## config.mk

```make
export PLATFORM = sky130hd
export DESIGN_NAME = chimera_clu_gate_ctrl
export DESIGN_NICKNAME = d
export VERILOG_FILES = /design/src/rtl/chimera_pkg.sv /design/src/rtl/chimera_clu_gate_fsm.sv /design/src/rtl/chimera_clu_gate_ctrl.sv
export SDC_FILE = /design/constraint.sdc
export NUM_CORES = 1
export LEC_CHECK = 0
export CAP_MARGIN = 10
export CORE_ASPECT_RATIO = 0.7
export CORE_UTILIZATION = 55
export DETAILED_ROUTE_END_ITERATION = 10
export PLACE_DENSITY_LB_ADDON = 0.25
export SLEW_MARGIN = 40
export SYNTH_ARGS = -nofsm -noshare
export SYNTH_HDL_FRONTEND = slang
export SYNTH_SLANG_ARGS = --single-unit
export TNS_END_PERCENT = 30
```

## constraint.sdc

```tcl
create_clock -name clk_i -period 6.3 [get_ports clk_i]
set_clock_uncertainty 0.1 [all_clocks]
set_input_delay 1.89 -clock clk_i [delete_from_list [all_inputs] [get_ports clk_i]]
set_output_delay 1.89 -clock clk_i [all_outputs]
set_load 0.02 [all_outputs]
```

## src/rtl/chimera_pkg.sv

```systemverilog
// ============================================================================
// Module      : chimera_pkg
// Description : Shared types and default constants for the cluster clock-gate
//               controller.
// Revision    : 1.0 - initial release
// ============================================================================
`default_nettype none

package chimera_pkg;

    // Per-cluster gating state.
    typedef enum logic [1:0] {
        CLU_RUN   = 2'd0,
        CLU_DRAIN = 2'd1,
        CLU_GATED = 2'd2,
        CLU_WAKE  = 2'd3
    } clu_gate_state_e;

    // Clock cycles spent under isolation after ungating, before release.
    localparam int unsigned c_WAKE_CYCLES   = 4;
    // DRAIN cycles tolerated before gating is forced (timeout build only).
    localparam int unsigned c_DRAIN_TIMEOUT = 1024;

endpackage

`default_nettype wire

```

## src/rtl/chimera_clu_gate_fsm.sv

```systemverilog
// ============================================================================
// Module      : chimera_clu_gate_fsm
// Description : Gate-control FSM for one cluster clock domain: tracks the
//               outstanding AXI transactions, drains them under isolation,
//               gates the clock and sequences the wake-up.
//               Optional forced gating: CHIMERA_CLU_GATE_TIMEOUT_EN.
// Revision    : 1.0 - initial release
// ============================================================================
`default_nettype none

module chimera_clu_gate_fsm
    import chimera_pkg::*;
#(
    parameter int unsigned MAX_OUTSTANDING = 8,
`ifdef CHIMERA_CLU_GATE_TIMEOUT_EN
    parameter int unsigned DRAIN_TIMEOUT   = c_DRAIN_TIMEOUT,
`endif
    parameter int unsigned WAKE_CYCLES     = c_WAKE_CYCLES
) (
    input  logic clk_i,
    input  logic rst_ni,
    input  logic gate_req_i,
    input  logic txn_start_i,
    input  logic txn_done_i,
    output logic isolate_o,
    output logic clk_en_o,
    output logic gated_o,
    output logic timeout_o
);

    localparam int unsigned        c_CNT_W     = $clog2(MAX_OUTSTANDING + 1);
    localparam logic [c_CNT_W-1:0] c_CNT_MAX   = c_CNT_W'(MAX_OUTSTANDING);
    localparam logic [7:0]         c_WAKE_LOAD = 8'(WAKE_CYCLES - 1);

    clu_gate_state_e    r_state;
    logic [c_CNT_W-1:0] r_cnt;
    logic [c_CNT_W-1:0] w_cnt_nxt;
    logic [7:0]         r_wake;
    logic               r_isolate;
    logic               r_clk_en;
    logic               r_gated;
    logic               w_drained;
    logic               w_force_gate;

    // Saturating outstanding count; simultaneous start and done cancel out.
    always_comb begin
        w_cnt_nxt = r_cnt;
        if (txn_start_i && !txn_done_i && (r_cnt != c_CNT_MAX)) begin
            w_cnt_nxt = r_cnt + 1'b1;
        end else if (txn_done_i && !txn_start_i && (r_cnt != '0)) begin
            w_cnt_nxt = r_cnt - 1'b1;
        end
    end

    // The last response retiring on this edge already allows gating.
    assign w_drained = (w_cnt_nxt == '0) && !txn_start_i;

`ifdef CHIMERA_CLU_GATE_TIMEOUT_EN
    localparam int unsigned        c_TMO_W    = $clog2(DRAIN_TIMEOUT + 1);
    localparam logic [c_TMO_W-1:0] c_TMO_LAST = c_TMO_W'(DRAIN_TIMEOUT - 1);

    logic [c_TMO_W-1:0] r_tmo_cnt;
    logic               r_timeout;
    logic               w_enter_run;

    assign w_force_gate = (r_state == CLU_DRAIN) && gate_req_i && !w_drained &&
                          (r_tmo_cnt == c_TMO_LAST);
    assign w_enter_run  = ((r_state == CLU_DRAIN) && !gate_req_i) ||
                          ((r_state == CLU_WAKE) && (r_wake == '0));

    // DRAIN age counter and sticky forced-gating flag, cleared on entry to RUN.
    always_ff @(posedge clk_i) begin
        if (!rst_ni) begin
            r_tmo_cnt <= '0;
            r_timeout <= 1'b0;
        end else begin
            if (r_state == CLU_DRAIN) begin
                r_tmo_cnt <= r_tmo_cnt + 1'b1;
            end else begin
                r_tmo_cnt <= '0;
            end
            if (w_force_gate) begin
                r_timeout <= 1'b1;
            end else if (w_enter_run) begin
                r_timeout <= 1'b0;
            end
        end
    end

    assign timeout_o = r_timeout;
`else
    assign w_force_gate = 1'b0;
    assign timeout_o    = 1'b0;
`endif

    // Gate sequencing with outputs registered alongside the state.
    always_ff @(posedge clk_i) begin
        if (!rst_ni) begin
            r_state   <= CLU_RUN;
            r_cnt     <= '0;
            r_wake    <= '0;
            r_isolate <= 1'b0;
            r_clk_en  <= 1'b1;
            r_gated   <= 1'b0;
        end else begin
            // Forced gating abandons the in-flight transactions.
            r_cnt <= w_force_gate ? '0 : w_cnt_nxt;
            case (r_state)
                CLU_RUN: begin
                    if (gate_req_i) begin
                        r_state   <= CLU_DRAIN;
                        r_isolate <= 1'b1;
                    end
                end
                CLU_DRAIN: begin
                    if (!gate_req_i) begin
                        r_state   <= CLU_RUN;
                        r_isolate <= 1'b0;
                    end else if (w_drained || w_force_gate) begin
                        r_state  <= CLU_GATED;
                        r_clk_en <= 1'b0;
                        r_gated  <= 1'b1;
                    end
                end
                CLU_GATED: begin
                    if (!gate_req_i) begin
                        r_state  <= CLU_WAKE;
                        r_clk_en <= 1'b1;
                        r_gated  <= 1'b0;
                        r_wake   <= c_WAKE_LOAD;
                    end
                end
                CLU_WAKE: begin
                    if (r_wake == '0) begin
                        r_state   <= CLU_RUN;
                        r_isolate <= 1'b0;
                    end else begin
                        r_wake <= r_wake - 1'b1;
                    end
                end
                default: begin
                    r_state   <= CLU_RUN;
                    r_isolate <= 1'b0;
                    r_clk_en  <= 1'b1;
                    r_gated   <= 1'b0;
                end
            endcase
        end
    end

    assign isolate_o = r_isolate;
    assign clk_en_o  = r_clk_en;
    assign gated_o   = r_gated;

endmodule

`default_nettype wire

```

## src/rtl/chimera_clu_gate_ctrl.sv

```systemverilog
// ============================================================================
// Module      : chimera_clu_gate_ctrl
// Description : Clock-gate controller for NUM_CLUSTERS cluster domains; one
//               independent gate FSM per cluster.
//               Optional forced gating: CHIMERA_CLU_GATE_TIMEOUT_EN.
// Revision    : 1.0 - initial release
// ============================================================================
`default_nettype none

module chimera_clu_gate_ctrl
    import chimera_pkg::*;
#(
    parameter int unsigned NUM_CLUSTERS    = 5,
    parameter int unsigned MAX_OUTSTANDING = 8,
    parameter int unsigned WAKE_CYCLES     = c_WAKE_CYCLES,
    parameter int unsigned DRAIN_TIMEOUT   = c_DRAIN_TIMEOUT
) (
    input  logic                    clk_i,
    input  logic                    rst_ni,
    input  logic [NUM_CLUSTERS-1:0] gate_req_i,
    input  logic [NUM_CLUSTERS-1:0] txn_start_i,
    input  logic [NUM_CLUSTERS-1:0] txn_done_i,
    output logic [NUM_CLUSTERS-1:0] isolate_o,
    output logic [NUM_CLUSTERS-1:0] clk_en_o,
    output logic [NUM_CLUSTERS-1:0] gated_o,
    output logic [NUM_CLUSTERS-1:0] timeout_o
);

    // The wake counter is eight bits wide.
    if ((WAKE_CYCLES < 1) || (WAKE_CYCLES > 255) || (DRAIN_TIMEOUT < 1)) begin : g_bad_params
        $error("chimera_clu_gate_ctrl: WAKE_CYCLES must be 1..255 and DRAIN_TIMEOUT >= 1");
    end

    for (genvar g = 0; g < NUM_CLUSTERS; g++) begin : g_cluster
        chimera_clu_gate_fsm #(
            .MAX_OUTSTANDING (MAX_OUTSTANDING),
`ifdef CHIMERA_CLU_GATE_TIMEOUT_EN
            .DRAIN_TIMEOUT   (DRAIN_TIMEOUT),
`endif
            .WAKE_CYCLES     (WAKE_CYCLES)
        ) u_fsm (
            .clk_i       (clk_i),
            .rst_ni      (rst_ni),
            .gate_req_i  (gate_req_i[g]),
            .txn_start_i (txn_start_i[g]),
            .txn_done_i  (txn_done_i[g]),
            .isolate_o   (isolate_o[g]),
            .clk_en_o    (clk_en_o[g]),
            .gated_o     (gated_o[g]),
            .timeout_o   (timeout_o[g])
        );
    end

endmodule

`default_nettype wire

```

# Yosys cells after proc, flatten, opt, wreduce, memory -nomap -nowiden
# Cells that the tools add are included.
[word_totals]
out_inout_bits = 20
elab_cells = 305
register_bits = 85
[classes]
n_reduce_logical = 90
n_mux = 110
addsub = 15
n_eq_ne = 60
[ops]
columns = ["op", "n"]
rows = [
  ["8-bit two-way mux", 10],
  ["8-bit case mux with 2 select lines", 5],
  ["4-bit AND reduction", 15],
  ["2-bit two-way mux", 25],
  ["2-bit inequality test (second input constant)", 25],
  ["8-bit logical NOT", 5],
  ["1-bit two-way mux", 40],
  ["4-bit two-way mux", 10],
  ["2-bit case mux with 4 select lines", 5],
  ["8-bit by 1-bit subtractor with 8-bit output (second input constant)", 5],
  ["1-bit logical AND", 25],
  ["4-bit by 1-bit adder with 4-bit output (second input constant)", 5],
  ["2-bit == test (second input constant)", 10],
  ["4-bit logical NOT", 5],
  ["2-bit by 1-bit inequality test with 1-bit output (second input constant)", 10],
  ["4-bit inequality test (second input constant)", 5],
  ["1-bit case mux with 2 select lines", 10],
  ["2-bit nonzero test", 10],
  ["4-bit nonzero test", 5],
  ["4-bit by 1-bit subtractor with 4-bit output (second input constant)", 5],
  ["3-bit by 2-bit inequality test with 1-bit output (second input constant)", 5],
  ["1-bit case mux with 3 select lines", 5],
  ["3-bit AND reduction", 5],
  ["3-bit nonzero test", 5],
  ["3 further kinds", 20],
]

# Depth between registers and ports, before layout
[depth]
word_depth = 10
depth_mapped = 9

# Cells and area by module
# Synthesis repeated with hierarchy kept, for this count alone.
[unflattened]
hier_cells = 642
area_unflattened_um2 = 5505.3
[modules_own_cells]
columns = ["module", "area_per_inst_um2", "seq_area_each_um2", "cells_per_inst", "n_inst"]
rows = [
  ["chimera_clu_gate_fsm at g_cluster[0].u_fsm ...", 1096.1, 340.3, 127, 4],
  ["chimera_clu_gate_fsm at g_cluster[4].u_fsm", 1121.1, 340.3, 134, 1],
]

# Least setup slack after synthesis
# No wires, ideal clock.
[synth_path]
kind = "in2reg"
start = "input port txn_done_i[3]"
end = "register g_cluster[3].u_fsm.r_gated"
t_required_ps = 6141
path_buffers = 1
setup_ps = 59
path_slack_ps = 2729
stages = 7
t_arrival_ps = 3412
cell_sequence = "buf_2 -> nor4b_1 -> mux2i_1 -> nand3b_1 -> or3_1 -> nor3_1 -> a22o_1"
[synth_via]
elab_chain_cells = 8
[synth_rtl]
columns = ["item", "line", "source"]
rows = [
  ["start, declared", "chimera_clu_gate_ctrl.sv:22", "input logic [NUM_CLUSTERS-1:0] txn_done_i,"],
  ["1-bit logical AND or 1-bit logical NOT (tied branches)", "chimera_clu_gate_fsm.sv:50, chimera_clu_gate_fsm.sv:48", ""],
  ["1-bit logical AND, on equally long branches", "chimera_clu_gate_fsm.sv:50, chimera_clu_gate_fsm.sv:48", ""],
  ["4-bit two-way mux or 1-bit logical AND (tied branches)", "chimera_clu_gate_fsm.sv:50, chimera_clu_gate_fsm.sv:48", ""],
  ["4-bit two-way mux (*)", "chimera_clu_gate_fsm.sv:48", "if (txn_start_i && !txn_done_i && (r_cnt != c_CNT_MAX)) begin"],
  ["4-bit logical NOT (*)", "chimera_clu_gate_fsm.sv:56", "assign w_drained = (w_cnt_nxt == '0) && !txn_start_i;"],
  ["1-bit logical AND (*)", "chimera_clu_gate_fsm.sv:56", ""],
  ["2-bit by 1-bit inequality test with 1-bit output (no line) (*)", "--", ""],
  ["4-bit AND reduction (no line) (*)", "--", ""],
  ["end signal, assigned", "chimera_clu_gate_fsm.sv:104", "r_gated <= 1'b0;"],
  ["end signal, assigned", "chimera_clu_gate_fsm.sv:122", "r_gated <= 1'b1;"],
  ["end signal, assigned", "chimera_clu_gate_fsm.sv:129", "r_gated <= 1'b0;"],
  ["end, declared", "chimera_clu_gate_fsm.sv:41", "logic r_gated;"],
]
# Mark *: on every way between the ends. The rest lies on a longest branch, timed or not.
# A chain may end at the register's enable or synchronous reset.

==> results by group <==
Run status
  • Run status: finished, violations left
  • Failing checks: DRC

Drt
  • Via Count: 4159
  • First-pass iteration count of the detailed router: 8
  • # DRC: 1
  • Vias per cell: 5.66
  • Drt initial violations: 319
  • Final ANT Viol Nets: 0
  • Drt total wl: 9.72 mm
  • DR WL/cell: 13.2 um

Layout
  • Fraction of layout cells with a size suffix above 1: 4.55%
  • Fillers: 740
  • Final core occ: 63.9%
  • Nets: 648
  • Area growth syn-to-layout: 11.2%
  • Diodes inserted: 0
  • Fin area: 5460 um2

CTS
  • CTS max path bufs: 2
  • CTS tree: done
  • Post-CTS Hold Fix Bufs: 0
  • Clk_lat worst skew: 0.33 ns
  • Register clock-pin slew on the reported worst setup and hold paths: 0.06 ns
  • Root buffer cell: clkbuf_16
  • Total CTS buffers: 9
  • Postcts setup bufs: 0
  • H-tree levels: 3
  • Clk sinks: 85
  • Cts repair resizes: 0

Yosys
  • Syn Inst Count: 600
  • Synth warn: 0
  • Ranking of synthesized cells by area: dfxtp_1 35%, ha_1 5.1%, nor2_1 4.7%
  • Register area share after synthesis: 34.7%
  • Yosys top cell by area: dfxtp_1
  • EDFF count, synth: 0
  • Yosys top cell area share: 34.7%
  • Distinct cells, synth: 67
  • Synthesized cell area: 4910 um2
  • Syn_area_per_cell: 8.18 um2
  • Number of synthesized register bits: 85
  • Top_reg_cell synth: dfxtp_1
  • Asr flop ratio synth: 0%

GRT
  • Total grt overflow: 0
  • GRT busiest layer: met2
  • GRT met3 Usage: 5.45%
  • Number of global-route vias before repair: 3705
  • Met2 GRT Util: 34.4%
  • Met1 Usage GRT: 31.5%
  • First-pass GRT wire length: 16.8 mm
  • All-Layer GR Usage: 22.5%
  • Largest net degree at the start of global routing: 37
  • Initial antenna violation count: 0

Floorplanning
  • Die ar.: 9310 um2
  • DIE HEIGHT: 81.0 um
  • Top Ports: 37
  • Starting Density: 57.4%
  • Die X: 115 um
  • Cell row count: 28
  • Core ar.: 8550 um2

Power and ir drop
  • Maximum vdd drop: 0.000153 V
  • Clock share of power: 33.4%
  • Tot Pwr: 0.00143 W
  • Switching Share: 30.4%
  • Register share of total power: 43.6%
  • Sw power: 0.000433 W
  • Static Leak: 2.07 nW
  • Internal cell power: 0.000993 W
  • Pwr/cell area: 261 nW/um2
  • Comb power frac: 23.1%

Setup path
  • Critical Path RT: 6.45 ns
  • Reg2reg start: g_cluster[4].u_fsm.r_cnt[0]
  • Critical setup path kind: primary input to flop
  • CP Launch Point: rst_ni
  • Worst path slowest cell: clkinv_1
  • Worst path max stage delay: 0.72 ns
  • CP max FO: 36
  • Worst path cell trace: clkdlybuf4s50_1 -> buf_4 -> clkinv_1 -> a221o_1 -> a211oi_1
  • Reg2reg end: g_cluster[4].u_fsm.clk_en_o
  • R2r setup slk: 3.94 ns
  • CP arrival: 4.14 ns
  • R2R cell count: 8
  • Startpoint types: primary input
  • Worst setup EP type: flop

Placement
  • Final HPWL from detailed placement: 7.03 mm
  • Dpl cell area: 5180 um2
  • Final Wtd Congestion: 0.869
  • PortBufs: 31

STA
  • Fin Setup TNS: 0 ns
  • Relative slew slack: 48.4%
  • Period minus WS final: 3.99 ns
  • Max Slew Vio Count: 0
  • Maximum clock frequency: 250 MHz
  • Worst Tran Pin Value: 0.769 ns
  • RSZ-0062 raised after global routing: no
  • Final setup violation count: 0
  • Final hold viol count: 0
  • Final Cycle Share: 63.4%

Worst hold path
  • Hold path depth: 2
  • Worst Hold End: g_cluster[0].u_fsm.gated_o
  • Min-delay src: g_cluster[0].u_fsm.gated_o
  • Hold Path Class: flop to flop

Job
  • Max Cap Viol: 0
==> cell families after synthesis <==
logic type	after synthesis	synth area share (%)
xor+xnor	34	6.07
simple gates	230	25.7
flops	85	34.7
fa+ha+maj	20	5.10
other cells	1	0.0764
compound gates	138	18.9
mux	7	1.45
buf+inv	85	8.11
==> placed cells by master (no fill, tap or decap), types with 8 or more instances in the layout <==
cell type / netlist / layout
and2_1: 11 / 11
nor2b_1: 11 / 11
nand3_1: 16 / 16
ha_1: 20 / 20
o21a_1: 9 / 9
nand2b_1: 19 / 19
dfxtp_1: 85 / 85
nand2_1: 42 / 42
clkdlybuf4s50_1: 0 / 31
nor4_1: 9 / 9
xnor2_1: 19 / 19
inv_1: 49 / 48
clkbuf_16: 0 / 9
nor3_1: 10 / 10
nor2_1: 61 / 61
o21ai_0: 32 / 32
xor2_1: 15 / 15
a21oi_1: 28 / 28
o22ai_1: 8 / 8
==> sequential cells by signal, indices dropped and copies added (netlist names), named ones only <==
signal	flops
g_cluster.u_fsm.r_wake	40
g_cluster.u_fsm.r_cnt	20
g_cluster.u_fsm.clk_en_o	5
g_cluster.u_fsm.gated_o	5
g_cluster.u_fsm.isolate_o	5
g_cluster.u_fsm.r_state	5
==> layer usage <==
metal	part of all wire, %	wire length, um
met2	43	4140
met3	4.2	412
met4	1.2	120
met5	0	0
met1	52	5050
==> final cells by class <==
class / instances / area, um2 / share of cell area (%)
repair buffers: 32 / 318 / 5.82
clock buffers: 11 / 243 / 4.45
flip-flops and latches: 85 / 1700 / 31.2
clock inverters: 4 / 25.0 / 0.458
well taps: 120 / 150 / 2.75
inverters: 49 / 184 / 3.37
multi-input cells: 434 / 2840 / 52.0
==> through the flow <==
| step | setup slack (ns) | instances | hold slack, ns |
|---|---|---|---|
| 3_3_place_gp | 2.11 | 720 | 0.338 |
| 6_report | 2.31 | 735 | 0.353 |
| 3_5_place_dp | 2.01 | 720 | 0.346 |
| 5_1_grt | 2.13 | 735 | 0.380 |
| 2_1_floorplan | 2.73 | 604 | 0.326 |
| 4_1_cts | 2.35 | 735 | 0.357 |
==> synthesized netlist by cell type, drive strengths merged (3+ instances only) <==
cell / count
a21o: 3
buf: 23
o21a: 9
o22ai: 8
a211oi: 5
dfxtp: 85
a221oi: 4
o21bai: 4
o221ai: 4
nor4: 9
nand3: 16
nor3: 10
nor4bb: 3
or3: 6
ha: 20
nand3b: 5
xnor2: 19
nand4b: 3
a21oi: 29
nor3b: 3
nand2: 43
o31ai: 7
xor2: 15
nor2b: 11
o21ai: 33
nand4: 7
or4: 6
and2: 11
nand2b: 19
a31oi: 7
and3b: 4
mux2i: 6
clkbuf: 13
nor2: 61
nor4b: 7
inv: 49
==> how the worst max path moves through the flow <==
stage	slack, ns	endpoint
2_1_floorplan	2.73	g_cluster[3].u_fsm.gated_o
3_3_place_gp	2.11	g_cluster[3].u_fsm.gated_o
3_5_place_dp	2.01	g_cluster[3].u_fsm.clk_en_o
4_1_cts	2.35	g_cluster[3].u_fsm.gated_o
5_1_grt	2.13	g_cluster[3].u_fsm.clk_en_o
6_report	2.31	g_cluster[2].u_fsm.r_cnt[1]
==> power by group through the flow <==
stage | registers (W) | clock network, W | logic, W
final | 0.000622 | 0.000476 | 0.000329
after global routing | 0.000628 | 0.000509 | 0.000368
after CTS | 0.000620 | 0.000488 | 0.000326
after detailed placement | 0.000632 | 0 | 0.000324
after global placement | 0.000630 | 0 | 0.000311
after floorplan | 0.000615 | 0 | 0.000264
==> critical path, delay by kind of cell <==
family          cells  cell delay (ns)
compound gates      2             0.72
buf+inv             3             1.51
(Power assumes the default switching activity.)
